==> config.mk <==
export PLATFORM = sky130hd
export DESIGN_NAME = hazard_controller_flat
export DESIGN_NICKNAME = d
export VERILOG_FILES = /design/src/rtl/rv32i_pkg.sv /design/src/rtl/hazard_controller_if.sv /design/src/rtl/sat_counter.sv /design/src/rtl/hazard_controller.sv /design/src/flat_wrapper.sv
export SDC_FILE = /design/constraint.sdc
export NUM_CORES = 1
export LEC_CHECK = 0
export BUFFER_PORTS_ARGS = -buffer_cell sky130_fd_sc_hd__clkbuf_2
export CAP_MARGIN = 15
export CORE_MARGIN = 1
export CORE_UTILIZATION = 30
export DETAILED_ROUTE_END_ITERATION = 16
export GPL_ROUTABILITY_DRIVEN = 0
export SKIP_LAST_GASP = 1
export SLEW_MARGIN = 10
export SYNTH_ARGS = -nofsm -noshare
export SYNTH_HDL_FRONTEND = slang
export SYNTH_SLANG_ARGS = --single-unit
export TNS_END_PERCENT = 100
==> constraint.sdc <==
create_clock -name clk -period 3.5 [get_ports clk]
set_clock_uncertainty 0.05 [all_clocks]
set_input_delay 1.05 -clock clk [delete_from_list [all_inputs] [get_ports clk]]
set_output_delay 1.05 -clock clk [all_outputs]
set_load 0.1 [all_outputs]
==> src/rtl/rv32i_pkg.sv <==
//------------------------------------------------------------------------------
// Module   : rv32i_pkg
// Brief    : Shared types for the RV32I core pipeline sequencing logic.
// Revision : 1.0 - initial release
//------------------------------------------------------------------------------
`default_nettype none

package rv32i_pkg;

    typedef enum logic [1:0] {
        FWD_NONE = 2'b00,
        FWD_W    = 2'b01,
        FWD_M    = 2'b10
    } fwd_sel_t;

    typedef enum logic [0:0] {
        RUN      = 1'b0,
        MEM_WAIT = 1'b1
    } hz_state_t;

endpackage

`default_nettype wire

==> src/rtl/hazard_controller_if.sv <==
//------------------------------------------------------------------------------
// Module   : hazard_controller_if
// Brief    : Datapath <-> hazard controller signal bundle.
// Revision : 1.0 - initial release
//------------------------------------------------------------------------------
`default_nettype none

interface hazard_controller_if #(
    parameter int ADW   = 5,
    parameter int CNT_W = 32
);
    import rv32i_pkg::*;

    logic [ADW-1:0]   Rs1D, Rs2D;
    logic [ADW-1:0]   Rs1E, Rs2E, RdE;
    logic             resultsrcE;
    logic             pcsrcE;
    logic [ADW-1:0]   RdM, RdW;
    logic             regwriteM, regwriteW;
    logic             mem_req, mem_ready;

    logic             stallF, stallD, stallE, stallM;
    logic             flushD, flushE;
    fwd_sel_t         forwardAE, forwardBE;
    logic             mem_err;
    logic [CNT_W-1:0] stall_cnt, flush_cnt;

    modport master (
        output Rs1D, Rs2D, Rs1E, Rs2E, RdE, resultsrcE, pcsrcE,
        output RdM, RdW, regwriteM, regwriteW, mem_req, mem_ready,
        input  stallF, stallD, stallE, stallM, flushD, flushE,
        input  forwardAE, forwardBE, mem_err, stall_cnt, flush_cnt
    );

    modport slave (
        input  Rs1D, Rs2D, Rs1E, Rs2E, RdE, resultsrcE, pcsrcE,
        input  RdM, RdW, regwriteM, regwriteW, mem_req, mem_ready,
        output stallF, stallD, stallE, stallM, flushD, flushE,
        output forwardAE, forwardBE, mem_err, stall_cnt, flush_cnt
    );

endinterface

`default_nettype wire

==> src/rtl/sat_counter.sv <==
//------------------------------------------------------------------------------
// Module   : sat_counter
// Brief    : Up-counter that sticks at all-ones instead of wrapping.
// Revision : 1.0 - initial release
//------------------------------------------------------------------------------
`default_nettype none

module sat_counter #(
    parameter int W = 32
) (
    input  wire logic         clk,
    input  wire logic         rst,
    input  wire logic         inc,
    output logic [W-1:0]      cnt
);

    localparam logic [W-1:0] c_cnt_max = '1;

    logic [W-1:0] r_cnt;

    always_ff @(posedge clk) begin
        if (rst) begin
            r_cnt <= '0;
        end else if (inc && (r_cnt != c_cnt_max)) begin
            r_cnt <= r_cnt + W'(1);
        end
    end

    assign cnt = r_cnt;

endmodule

`default_nettype wire

==> src/rtl/hazard_controller.sv <==
//------------------------------------------------------------------------------
// Module   : hazard_controller
// Brief    : Stall/flush/forward sequencing for the five-stage RV32I pipeline,
//            with a memory-wait freeze, timeout watchdog and perf counters.
// Revision : 1.0 - initial release
//------------------------------------------------------------------------------
`default_nettype none

module hazard_controller #(
    parameter int ADW   = 5,
    parameter int TMO_W = 4,
    parameter int CNT_W = 32
) (
    input  wire logic           clk,
    input  wire logic           rst,
    hazard_controller_if.slave  hz
);
    import rv32i_pkg::*;

    localparam logic [TMO_W-1:0] c_tmo_max = '1;
    localparam logic [ADW-1:0]   c_x0      = '0;

    hz_state_t        r_state;
    hz_state_t        w_state_nxt;
    logic [TMO_W-1:0] r_wait_cnt;
    logic             r_mem_err;

    logic             w_lwstall;
    logic             w_timeout;
    logic             w_freeze;
    logic             w_stallF, w_stallD, w_stallE, w_stallM;
    logic             w_flushD, w_flushE;
    fwd_sel_t         w_fwd_a, w_fwd_b;
    logic [CNT_W-1:0] w_stall_cnt, w_flush_cnt;

    // M beats W: the M-stage value is the younger write to the same register.
    function automatic fwd_sel_t fwd_pick(
        input logic [ADW-1:0] rs,
        input logic           we_m,
        input logic [ADW-1:0] rd_m,
        input logic           we_w,
        input logic [ADW-1:0] rd_w
    );
        if (we_m && (rd_m != c_x0) && (rd_m == rs)) begin
            return FWD_M;
        end else if (we_w && (rd_w != c_x0) && (rd_w == rs)) begin
            return FWD_W;
        end
        return FWD_NONE;
    endfunction

    assign w_lwstall = hz.resultsrcE && (hz.RdE != c_x0) &&
                       ((hz.RdE == hz.Rs1D) || (hz.RdE == hz.Rs2D));

    assign w_timeout = (r_state == MEM_WAIT) && !hz.mem_ready &&
                       (r_wait_cnt == c_tmo_max);

    assign w_freeze  = ((r_state == RUN)      && hz.mem_req && !hz.mem_ready) ||
                       ((r_state == MEM_WAIT) && !hz.mem_ready && !w_timeout);

    // State register, wait counter and error pulse
    always_ff @(posedge clk) begin
        if (rst) begin
            r_state    <= RUN;
            r_wait_cnt <= '0;
            r_mem_err  <= 1'b0;
        end else begin
            r_state   <= w_state_nxt;
            r_mem_err <= w_timeout;
            if (r_state == MEM_WAIT) begin
                r_wait_cnt <= r_wait_cnt + TMO_W'(1);
            end else begin
                r_wait_cnt <= '0;
            end
        end
    end

    always_comb begin
        w_state_nxt = r_state;
        case (r_state)
            RUN: begin
                if (hz.mem_req && !hz.mem_ready) begin
                    w_state_nxt = MEM_WAIT;
                end
            end
            MEM_WAIT: begin
                if (hz.mem_ready || w_timeout) begin
                    w_state_nxt = RUN;
                end
            end
            default: w_state_nxt = RUN;
        endcase
    end

    always_comb begin
        w_stallF = 1'b0;
        w_stallD = 1'b0;
        w_stallE = 1'b0;
        w_stallM = 1'b0;
        w_flushD = 1'b0;
        w_flushE = 1'b0;
        w_fwd_a  = FWD_NONE;
        w_fwd_b  = FWD_NONE;
        if (rst) begin
            w_flushD = 1'b1;
            w_flushE = 1'b1;
        end else begin
            w_fwd_a = fwd_pick(hz.Rs1E, hz.regwriteM, hz.RdM, hz.regwriteW, hz.RdW);
            w_fwd_b = fwd_pick(hz.Rs2E, hz.regwriteM, hz.RdM, hz.regwriteW, hz.RdW);
            if (w_freeze) begin
                // Pending branch/load-use stays in place until the freeze lifts.
                w_stallF = 1'b1;
                w_stallD = 1'b1;
                w_stallE = 1'b1;
                w_stallM = 1'b1;
            end else begin
                w_stallF = w_lwstall;
                w_stallD = w_lwstall;
                w_flushE = w_lwstall || hz.pcsrcE;
                w_flushD = hz.pcsrcE;
            end
        end
    end

    sat_counter #(.W(CNT_W)) u_stall_cnt (
        .clk (clk),
        .rst (rst),
        .inc (w_stallF),
        .cnt (w_stall_cnt)
    );

    sat_counter #(.W(CNT_W)) u_flush_cnt (
        .clk (clk),
        .rst (rst),
        .inc (w_flushE),
        .cnt (w_flush_cnt)
    );

    assign hz.stallF    = w_stallF;
    assign hz.stallD    = w_stallD;
    assign hz.stallE    = w_stallE;
    assign hz.stallM    = w_stallM;
    assign hz.flushD    = w_flushD;
    assign hz.flushE    = w_flushE;
    assign hz.forwardAE = w_fwd_a;
    assign hz.forwardBE = w_fwd_b;
    assign hz.mem_err   = r_mem_err;
    assign hz.stall_cnt = w_stall_cnt;
    assign hz.flush_cnt = w_flush_cnt;

endmodule

`default_nettype wire

==> src/flat_wrapper.sv <==
// flat-port wrapper written by rule: the top's interface ports become plain ports
module hazard_controller_flat import rv32i_pkg::*;
#(
    parameter int ADW   = 5,
    parameter int TMO_W = 4,
    parameter int CNT_W = 32
)
  (clk, rst, hz_Rs1D, hz_Rs2D, hz_Rs1E, hz_Rs2E, hz_RdE, hz_resultsrcE, hz_pcsrcE, hz_RdM, hz_RdW, hz_regwriteM, hz_regwriteW, hz_mem_req, hz_mem_ready, hz_stallF, hz_stallD, hz_stallE, hz_stallM, hz_flushD, hz_flushE, hz_forwardAE, hz_forwardBE, hz_mem_err, hz_stall_cnt, hz_flush_cnt);
  hazard_controller_if #(.ADW(ADW), .CNT_W(CNT_W)) hz_i ();
  input  wire logic clk;
  input  wire logic rst;
  input wire logic [$bits(hz_i.Rs1D)-1:0] hz_Rs1D;
  input wire logic [$bits(hz_i.Rs2D)-1:0] hz_Rs2D;
  input wire logic [$bits(hz_i.Rs1E)-1:0] hz_Rs1E;
  input wire logic [$bits(hz_i.Rs2E)-1:0] hz_Rs2E;
  input wire logic [$bits(hz_i.RdE)-1:0] hz_RdE;
  input wire logic [$bits(hz_i.resultsrcE)-1:0] hz_resultsrcE;
  input wire logic [$bits(hz_i.pcsrcE)-1:0] hz_pcsrcE;
  input wire logic [$bits(hz_i.RdM)-1:0] hz_RdM;
  input wire logic [$bits(hz_i.RdW)-1:0] hz_RdW;
  input wire logic [$bits(hz_i.regwriteM)-1:0] hz_regwriteM;
  input wire logic [$bits(hz_i.regwriteW)-1:0] hz_regwriteW;
  input wire logic [$bits(hz_i.mem_req)-1:0] hz_mem_req;
  input wire logic [$bits(hz_i.mem_ready)-1:0] hz_mem_ready;
  output wire logic [$bits(hz_i.stallF)-1:0] hz_stallF;
  output wire logic [$bits(hz_i.stallD)-1:0] hz_stallD;
  output wire logic [$bits(hz_i.stallE)-1:0] hz_stallE;
  output wire logic [$bits(hz_i.stallM)-1:0] hz_stallM;
  output wire logic [$bits(hz_i.flushD)-1:0] hz_flushD;
  output wire logic [$bits(hz_i.flushE)-1:0] hz_flushE;
  output wire logic [$bits(hz_i.forwardAE)-1:0] hz_forwardAE;
  output wire logic [$bits(hz_i.forwardBE)-1:0] hz_forwardBE;
  output wire logic [$bits(hz_i.mem_err)-1:0] hz_mem_err;
  output wire logic [$bits(hz_i.stall_cnt)-1:0] hz_stall_cnt;
  output wire logic [$bits(hz_i.flush_cnt)-1:0] hz_flush_cnt;
  assign hz_i.Rs1D = hz_Rs1D;
  assign hz_i.Rs2D = hz_Rs2D;
  assign hz_i.Rs1E = hz_Rs1E;
  assign hz_i.Rs2E = hz_Rs2E;
  assign hz_i.RdE = hz_RdE;
  assign hz_i.resultsrcE = hz_resultsrcE;
  assign hz_i.pcsrcE = hz_pcsrcE;
  assign hz_i.RdM = hz_RdM;
  assign hz_i.RdW = hz_RdW;
  assign hz_i.regwriteM = hz_regwriteM;
  assign hz_i.regwriteW = hz_regwriteW;
  assign hz_i.mem_req = hz_mem_req;
  assign hz_i.mem_ready = hz_mem_ready;
  assign hz_stallF = hz_i.stallF;
  assign hz_stallD = hz_i.stallD;
  assign hz_stallE = hz_i.stallE;
  assign hz_stallM = hz_i.stallM;
  assign hz_flushD = hz_i.flushD;
  assign hz_flushE = hz_i.flushE;
  assign hz_forwardAE = hz_i.forwardAE;
  assign hz_forwardBE = hz_i.forwardBE;
  assign hz_mem_err = hz_i.mem_err;
  assign hz_stall_cnt = hz_i.stall_cnt;
  assign hz_flush_cnt = hz_i.flush_cnt;
  hazard_controller #(.ADW(ADW), .TMO_W(TMO_W), .CNT_W(CNT_W)) u_core (.clk(clk), .rst(rst), .hz(hz_i));
endmodule
==> Yosys cells after proc, flatten, opt, wreduce, memory -nomap -nowiden <==
Index checks and enable logic that the tools add are counted.
{ "totals": {"elab_cells": 69, "out_inout_bits": 75, "reg_bits": 70} }
{ "classes": {"add_sub_neg": 3, "reduce_logical": 26, "eq_ne": 9, "n_bitwise": 1, "n_mux": 25} }
{ "ops": {"columns": ["cell", "count"], "rows": [
  ["adder 32 x 1 -> 32 bit, second input constant", 2],
  ["inequality test 32 bit, second input constant", 2],
  ["== test 5 bit", 6],
  ["logical AND 1 bit", 16],
  ["2-to-1 mux 1 bit", 16],
  ["2-to-1 mux 2 bit", 8],
  ["nonzero test 5 bit", 3],
  ["adder 4 x 1 -> 4 bit, second input constant", 1],
  ["== test 4 bit, second input constant", 1],
  ["logical OR 1 bit", 4],
  ["zero test 1 bit", 2],
  ["one-hot mux 1 bit (2 select lines)", 1],
  ["OR reduction 2 bit", 1],
  ["inverter 1 bit", 1]
]} }

==> Longest topological paths before layout <==
Gate-level depths: netlist of the first run.
{ "depth": {"depth_word": 9, "mapped_depth": 9, "mapped_depth_nobuf": 7} }

==> Hierarchy <==
A second synthesis of the first run with hierarchy kept.
{ "unflattened": {"hier_cells": 481, "hier_area_um2": 4031.4} }
{ "by_module_without_submodules": {"columns": ["module", "area_each_um2", "n_inst", "seq_area_each_um2", "cells_each"], "rows": [
  ["sat_counter", 1674.1, 2, 640.6, 199],
  ["hazard_controller", 683.2, 1, 120.1, 83]
]} }

==> Worst setup path after synthesis of the first run <==
OpenSTA, ideal clock, no wires.
{ "synth_timing": {"path_type": "in2out", "from": "input rst", "to": "output hz_flushD", "t_arrival_ns": 6.192, "required_time_ns": 2.400, "cell_stages": 3, "slack_ns": -3.792, "cell_sequence": "clkbuf_1 nor4_1 nor2_1"} }
{ "synth_via": {"elab_chain_len": 1} }
{ "synth_rtl": {"columns": ["item", "line", "rtl"], "rows": [
  ["start, declared", "flat_wrapper.sv:11", "input wire logic rst;"],
  ["2-to-1 mux 1 bit", "hazard_controller.sv:104", "if (rst) begin"],
  ["end, declared", "flat_wrapper.sv:29", "output wire logic [$bits(hz_i.flushD)-1:0] hz_flushD;"]
]} }
Every way passes these cells.

==> Worst setup path in the final report of the first run <==
{ "layout_timing": {"from": "input hz_RdE[0]", "to": "output hz_stallF"} }
{ "layout_via": {"elab_chain_len": 5, "elab_cells_between_ends": 8, "cone_classes": "eq/ne (2); mux (2); reduce/logical (4)"} }
{ "layout_rtl": {"columns": ["item", "line", "rtl"], "rows": [
  ["start, declared", "flat_wrapper.sv:16", "input wire logic [$bits(hz_i.RdE)-1:0] hz_RdE;"],
  ["== test 5 bit / nonzero test 5 bit (equally long branches)", "hazard_controller.sv:53, hazard_controller.sv:52", null],
  ["logical OR 1 bit / logical AND 1 bit (equally long branches)", "hazard_controller.sv:53, hazard_controller.sv:52", null],
  ["logical AND 1 bit (*)", "hazard_controller.sv:52", "assign w_lwstall = hz.resultsrcE && (hz.RdE != c_x0) &&"],
  ["2-to-1 mux 1 bit (*)", "hazard_controller.sv:110", "if (w_freeze) begin"],
  ["2-to-1 mux 1 bit (*)", "hazard_controller.sv:104", null],
  ["end, declared", "flat_wrapper.sv:25", "output wire logic [$bits(hz_i.stallF)-1:0] hz_stallF;"]
]} }
Every way passes the cells marked *; elsewhere a longest branch is shown, timed or not.

==> reports/qor.txt, run 1 <==
DRT Pass-1 Iters: 4
CTS sink cnt: 70
antenna violations before repair: 0
IO Pins: 118
failing checks: setup timing
initial drt markers: 266
FP Rows: 41
CP max stage delay: 540 ps
WL met1: 5210 um
first-pass GRT wire length: 18800 um
Global Route Usage Sum: 0.166
vias: 4163
starting density of the core: 0.312
number of H-tree levels: 3
core footprint: 0.0128 sq mm
Chip Height: 117 um
share of layout cells above drive strength 1: 0.312
Synth Area in Compound Gates: 0.136
Synth Area in XOR/XNOR: 0.110
Slew Limit Headroom: 0.605
clk slew on worst S/H paths: 50 ps
Worst Tran Pin Value: 588 ps
fin nets: 666
Longest Clk Path Bufs: 2
synthesis-to-layout area growth: 38.3%
register bit total from synthesis: 70
Final Slew Violations: 0
grt total ovfl: 0
simple-gate share of the synthesized area: 0.339
Final Setup Violations: 5
Worst Slack Setup Final: -136 ps
Layout Cells excl Fill: 797
ys async rst share: 0
crit path max-delay cell type: or4_4
n_diodes: 0
die area: 0.0138 sq mm
average wire per standard cell: 14.1 um
min Tclk post-route: 3640 ps
Mapped Nets: 532
HPWL after DPL: 8310 um
worst-path cell chain: buf_6 -> or4_4 -> o21ai_4 -> nor2_4 -> a21oi_4 -> clkinvlp_4 -> buf_12
DRC: 0
Worst Hold Depth: 1
placed cells: 777
RSZ-0062 raised after global routing: yes
MaxCap Viol Count: 0
WP data arrival: 2540 ps
CTS tree: yes
sequential share of the synthesized area: 0.351
top routing layer used: met4
synthesized area: 0.00400 sq mm
Worst EP required: 2400 ps
Critical Path Sink Type: output port
worst min-delay path category: reg -> reg
Unique masters post-synth: 51
Crit Path Max Fanout: 3
Fin. Hold Viols: 0
vias in the first global route: 3858
Worst-Skew Late Latency: 330 ps
Vias/cell: 5.22
antenna-violating nets left: 0
syn avg cell area: 8.23 sq um
die width: 117 um
PD cells: 378 mW/mm^2
Synth Instances: 486
Synth Flop Type: dfxtp_1
WL met3: 535 um
CTS Buf Count: 9
Tot Pwr: 2.09 mW
port buffer count: 117
crit path launch type: input pin
Synth Area in Adders: 0.00939
CTS root buf: clkbuf_16
largest net degree at the start of global routing: 38
multiplexer share of the synthesized area: 0.0166
Crit Path Class: in -> out
Final Cycle Share: 1.04
fmax: 275 MHz
Worst Reg-to-Reg Cells: 9
status: finished with violations
Post-synth EDFFs: 0
final WL: 11200 um
Static Leakage: 2.07 nW
maximum vdd drop: 0.240 mV
synth warn: 0
metal2 WL: 5340 um
largest family of logic cells by synthesized area: simple AND/OR/NAND/NOR gates
## routing by layer
layer	track usage	vias to the layer above
li1	-	2071
met1	0.217	1961
met2	0.273	119
met3	0.0355	12
met4	0.0487	0
met5	0	-
## sequential cells by signal, summed over array words and instances, names as in the netlist
register,flops
u_core.u_stall_cnt.cnt,32
u_core.r_wait_cnt,4
u_core.r_state,1
u_core.hz.mem_err,1
u_core.u_flush_cnt.cnt,32
## power breakdown
group	internal, mW	switching [mW]	total [mW]
clock network	0.591	0.359	0.949
logic	0.115	0.210	0.325
registers	0.804	0.0109	0.815
## final timing paths
kind                         from                          to  slack (ps)
min reg2reg  u_core.r_wait_cnt[0]        u_core.r_wait_cnt[0]         410
max                     hz_RdE[0]                   hz_stallF        -140
max reg2reg  u_core.r_wait_cnt[0]  u_core.u_flush_cnt.cnt[31]         830
min          u_core.r_wait_cnt[0]        u_core.r_wait_cnt[0]         410
## metrics by stage
stage / area, sq um / util / setup WS (ps) / TNS [ps] / hold slack, ps
2_1_floorplan: 4170 / - / -839 / -4380 / 368
6_report: 5530 / 0.431 / -136 / -460 / 413
3_3_place_gp: 5120 / 0.399 / -247 / -582 / 384
4_1_cts: 5490 / 0.428 / -202 / -580 / 427
5_1_grt: 5530 / 0.431 / -199 / -703 / 439
3_5_place_dp: 5120 / 0.399 / -265 / -682 / 416
## synth_stat cells (11+ instances only)
cell | instances | share of area
nor4_1 | 21 | 0.033
nand3_1 | 30 | 0.038
nand4_1 | 15 | 0.023
and3_1 | 13 | 0.020
dfxtp_1 | 70 | 0.35
nor2_1 | 38 | 0.036
xor2_1 | 12 | 0.026
xnor2_1 | 38 | 0.083
nand2_1 | 37 | 0.035
clkbuf_1 | 11 | 0.010
or3_1 | 22 | 0.034
or4_1 | 14 | 0.026
o21ai_0 | 28 | 0.035
a21oi_1 | 37 | 0.046
## cell usage in the layout, fill, tap and decap left out, types with 10 or more instances in the layout
master,count
nand3_1,28
nor2_1,36
clkbuf_2,106
nand2_1,37
xor2_1,12
and3_1,13
o21ai_0,26
buf_12,10
nor4_1,16
or4_1,10
dfxtp_1,70
nand4_1,15
a21oi_1,36
buf_4,28
or3_1,22
xnor2_1,38
## kinds of logic after synthesis
kind of cell    count (synthesis)
fa+ha+maj                       3
simple gates                  238
buf+inv                        28
mux                             6
flops                          70
compound gates                 91
xor+xnor                       50
## cell type report
type	count	area [sq um]
inverter	5	22.5
sequential	70	1400
clock buffer	11	253
fill	1305	7300
multi-input combinational	388	2620
timing repair buffer	146	963
tap	172	215
clock inverter	5	57.6
## worst max-delay path: cells and delay by family
family,cells,cell delay [ps]
compound gates,2,400
simple gates,2,590
buf+inv,3,480
## repair_timing
item / CTS / global route
endpoints found under the hold margin: 0 / 0
pin swaps: 4 / 5
cloned: 0 / 0
setup buffers: 3 / 2
setup endpoints to repair: 5 / 5
hold buffers: 0 / 0
gates resized for setup: 6 / 7
Note: power is estimated with default switching activity, not from simulation.
==> run 2, diff against run 1 <==
--- a/config.mk
+++ b/config.mk
@@ -5,6 +5,7 @@
 export SDC_FILE = /design/constraint.sdc
 export NUM_CORES = 1
 export LEC_CHECK = 0
+export ABC_AREA = 1
 export BUFFER_PORTS_ARGS = -buffer_cell sky130_fd_sc_hd__clkbuf_2
 export CAP_MARGIN = 15
 export CORE_MARGIN = 1
==> reports/qor.txt, run 2 <==
status: finished, final reports clean
IO Pins: 118
Post-CTS Setup Repair Bufs: 0
syn avg cell area: 6.01 sq um
vias in the first global route: 4977
Worst EP required: 2400 ps
CP max stage delay: 300 ps
DRT Pass-1 Iters: 5
Worst-Skew Late Latency: 340 ps
PD cells: 333 mW/mm^2
Mapped Nets: 862
worst min-delay path category: reg -> reg
share of layout cells above drive strength 1: 0.182
Buf/Inv on CP: 3
n_diodes: 0
Crit Path Class: in -> out
maximum vdd drop: 0.221 mV
R2R Setup Slk: 980 ps
port buffer count: 117
Longest Clk Path Bufs: 2
FP Rows: 46
Global Route Usage Sum: 0.186
commonest non-fill, non-tap cell in the layout: nand2_1
Area contributors post-synth: dfxtp_1 29%, nand2_1 21%, nand3_1 9.7%
DRC: 0
starting density of the core: 0.307
hold slack: 399 ps
register bit total from synthesis: 70
Synth area leader: dfxtp_1
Core Util, Final: 0.389
fmax: 296 MHz
Critical Path Sink Type: output port
Synth Instances: 816
Final Setup Violations: 0
Post-synth EDFFs: 0
Static Leakage: 2.48 nW
min Tclk post-route: 3380 ps
Layout Cells excl Fill: 1150
Chip Height: 130 um
CTS resizes: 0
cts hold-fix bufs: 0
first-pass GRT wire length: 24600 um
vias: 5411
Unique masters post-synth: 28
Worst Slack Setup Final: 123 ps
CTS root buf: clkbuf_16
placed cells: 1134
RSZ-0062 raised after global routing: yes
WP data arrival: 2280 ps
count leader, synth: nand2_1
initial drt markers: 332
Final Slew Violations: 0
Synth Flop Type: dfxtp_1
sequential share of the synthesized area: 0.286
Worst Tran Pin Value: 637 ps
antenna violations before repair: 0
CP delay by family, top: buffers and inverters
HPWL after DPL: 11600 um
average wire per standard cell: 13.1 um
ys async rst share: 0
antenna-violating nets left: 0
Vias/cell: 4.71
Crit Path Max Fanout: 3
Slew Limit Headroom: 0.572
CTS tree: yes
Fin. Hold Viols: 0
Fillers: 1762
grt total ovfl: 0
crit path max-delay cell type: o21ai_0
CTS sink cnt: 70
die width: 130 um
core footprint: 0.0159 sq mm
synthesized area: 0.00490 sq mm
number of H-tree levels: 3
die area: 0.0169 sq mm
clk slew on worst S/H paths: 60 ps
final WL: 15100 um
crit path launch type: input pin
synthesis-to-layout area growth: 26.7%
dpl ws: 72.3 ps
most frequent cells in the layout: 269 x nand2_1, 107 x clkbuf_2, 95 x nand3_1
CTS Buf Count: 9
synth warn: 0
MaxCap Viol Count: 0
top post-synthesis cells by count: 269 x nand2_1, 97 x nor2_1, 95 x nand3_1, 70 x dfxtp_1
Yosys top cell area share: 0.286
Final Cycle Share: 0.965
fin nets: 975
largest net degree at the start of global routing: 43
worst-path cell chain: clkbuf_2 -> nor2_1 -> nand2_1 -> o21ai_0 -> nor4_2 -> buf_4 -> nor3_2 -> buf_12
## run 2: changes by cell type after synthesis, moves of 23 or more
| cell | previous run | this run |
|---|---|---|
| a21oi_1 | 37 | 67 |
| o21ai_0 | 28 | 5 |
| nand2_1 | 37 | 269 |
| nor2_1 | 38 | 97 |
| nand3_1 | 30 | 95 |
| inv_1 | 5 | 67 |
## run 2: per-layer routing
metal | global-route usage | share of wire | vias up | wire, um
met5 | 0 | 0 | - | 0
met4 | 0.0595 | 0.017 | 0 | 255
met3 | 0.0349 | 0.040 | 16 | 608
met2 | 0.314 | 0.47 | 122 | 7110
met1 | 0.239 | 0.47 | 2419 | 7090
li1 | - | - | 2854 | -
## run 2: layout make-up
class	instances	area, sq um	area share
Multi-Input combinational cell	651	3130	0.504
Sequential cell	70	1400	0.226
Timing Repair Buffer	129	826	0.133
Tap cell	216	270	0.0435
Inverter	68	259	0.0417
Clock buffer	10	239	0.0385
Clock inverter	6	85.1	0.0137
## run 2: final timing paths
path / startpoint / to / depth (start not counted)
worst max-delay path: hz_RdM[3] / hz_forwardAE[0] / 8
worst min register to register: u_core.r_wait_cnt[0] / u_core.r_wait_cnt[0] / 1
worst max register to register: u_core.u_flush_cnt.cnt[0] / u_core.u_flush_cnt.cnt[5] / 8
worst min-delay path: u_core.r_wait_cnt[0] / u_core.r_wait_cnt[0] / 1
## run 2: cells by family after synthesis
kind of cell,count (synthesis),synth area share
and+or+nand+nor,526,0.461
buffers and inverters,95,0.0830
AOI/OAI and AO/OA,74,0.0763
DFF,70,0.286
xor gates and xnor gates,48,0.0858
adders and majority gates,3,0.00766
## run 2: report_power, final
group          internal [mW]  switching (mW)
Sequential             0.802          0.0105
Combinational         0.0783           0.172
Clock                  0.641           0.367
Total                   1.52           0.549
## run 2: through the flow
step	TNS, ps	cell area (sq um)	power (mW)
final	0	6210	2.07
after global routing	-26.9	6210	2.15
after CTS	0	6200	2.10
after detailed placement	0	5870	1.08
after global placement	0	5870	1.08
after floorplan	-245	4930	0.997
## run 2: worst register-to-register path: stages, from the launching register on
cell and delay (ps):
dfxtp_1 520, ha_1 310, nand3_2 170, nor2_2 300, nand4_2 410, nand2_1 220, buf_4 240, nand2_1 80
a21oi_1 140
==> run 3, diff against run 2 <==
--- a/config.mk
+++ b/config.mk
@@ -10,8 +10,8 @@
 export CAP_MARGIN = 15
 export CORE_MARGIN = 1
 export CORE_UTILIZATION = 30
+export CTS_BUF_LIST = sky130_fd_sc_hd__clkbuf_4
 export DETAILED_ROUTE_END_ITERATION = 16
-export GPL_ROUTABILITY_DRIVEN = 0
 export SKIP_LAST_GASP = 1
 export SLEW_MARGIN = 10
 export SYNTH_ARGS = -nofsm -noshare
==> reports/qor.txt, run 3 (synthesis gave the netlist of run 2 again) <==
placed cells: 1135
status: finished, final reports clean
vias: 5438
CTS sink cnt: 70
initial drt markers: 324
FP Rows: 46
crit path launch type: input pin
clk slew on worst S/H paths: 110 ps
clock share of power: 0.328
Sum Neg Setup Slack: 0 ps
vias in the first global route: 4983
port buffer count: 117
Post-CTS Setup Repair Bufs: 0
final WL: 15200 um
RSZ-0062 raised after global routing: no
Chip Height: 130 um
synthesis-to-layout area growth: 23.0%
Slew Limit Headroom: 0.551
die width: 130 um
Core Util, Final: 0.378
Final Slew Violations: 0
Critical Path Sink Type: output port
WP data arrival: 2290 ps
share of layout cells above drive strength 1: 0.181
average wire per standard cell: 13.2 um
min Tclk post-route: 3390 ps
die area: 0.0169 sq mm
Worst-Skew Late Latency: 440 ps
DRC: 0
sw frac: 0.309
Worst Slack Setup Final: 112 ps
internal power: 1.09 mW
R2R Setup Slk: 980 ps
first-pass GRT wire length: 24700 um
Final Cycle Share: 0.968
IO Pins: 118
hold slack: 415 ps
fin nets: 976
Global Route Usage Sum: 0.187
core footprint: 0.0159 sq mm
Vias/cell: 4.72
Crit Path Max Fanout: 3
CTS tree: yes
CTS root buf: clkbuf_4
MaxCap Viol Count: 0
HPWL after DPL: 11900 um
worst min-delay path category: reg -> reg
post-route cell area: 0.00603 sq mm
Area after DPL: 0.00588 sq mm
commonest non-fill, non-tap cell in the layout: nand2_1
largest net degree at the start of global routing: 36
Worst Tran Pin Value: 669 ps
starting density of the core: 0.307
antenna violations before repair: 1
fmax: 295 MHz
CTS Buf Count: 9
grt total ovfl: 0
dpl ws: 68.8 ps
maximum vdd drop: 0.154 mV
DRT Pass-1 Iters: 5
Worst EP required: 2400 ps
number of H-tree levels: 3
antenna-violating nets left: 0
sequential share of power: 0.513
Static Leakage: 2.40 nW
Final Wtd Congestion: 0.926
most frequent cells in the layout: 269 x nand2_1, 107 x clkbuf_2, 95 x nand3_1
Gate power share: 0.159
Fin. Hold Viols: 0
Final Setup Violations: 0
Longest Clk Path Bufs: 2
Psw: 0.490 mW
Tot Pwr: 1.58 mW
Layout Cells excl Fill: 1152
PD cells: 263 mW/mm^2
Crit Path Class: in -> out
-- run 3: changes by cell type in the layout (fill, tap and decap cells not counted), sizes merged --
cell / delta
clkinvlp: -1
diode: +1
buf: +1
clkinv: +2
bufinv: -1
clkbuf: -1
inv: +1
-- run 3: final timing paths --
path	cells after the start	endpoint	startpoint
setup / recovery	7	hz_forwardAE[1]	hz_RdM[3]
hold reg to reg	1	u_core.r_wait_cnt[0]	u_core.r_wait_cnt[0]
setup reg to reg	8	u_core.u_flush_cnt.cnt[5]	u_core.u_flush_cnt.cnt[0]
hold / removal	1	u_core.r_wait_cnt[0]	u_core.r_wait_cnt[0]
-- run 3: repair_timing --
item                       CTS  global route
hold buffers                 0             0
resized for setup            0             3
setup endpoints to repair    0             4
-- run 3: worst max-delay path, stage by stage --
cell,delay (ps)
clkbuf_2,110
xor2_1,150
or2_2,310
nor4_2,230
inv_1,130
nor2_4,120
buf_12,180
-- run 3: layout make-up --
cell class                      count  area, sq um
Antenna cell                        1         2.50
Clock buffer                        9         67.6
Clock inverter                      7         63.8
Fill cell                        1799         9920
Inverter                           68          259
Multi-Input combinational cell    651         3130
Sequential cell                    70         1400
Tap cell                          216          270
Timing Repair Buffer              130          833
-- run 3: routing by layer --
| metal | vias up | share of wire | GRT usage |
|---|---|---|---|
| li1 | 2868 | - | - |
| met1 | 2446 | 0.47 | 0.238 |
| met2 | 111 | 0.48 | 0.322 |
| met3 | 13 | 0.034 | 0.0336 |
| met4 | 0 | 0.012 | 0.0506 |
| met5 | - | 0 | 0 |
-- run 3: power groups by stage --
stage / registers, mW / logic [mW] / clock network, mW
finish: 0.812 / 0.252 / 0.520
detailed placement: 0.830 / 0.252 / 0
global route: 0.814 / 0.273 / 0.589
CTS: 0.813 / 0.252 / 0.554
global placement: 0.831 / 0.251 / 0
floorplan: 0.858 / 0.139 / 0
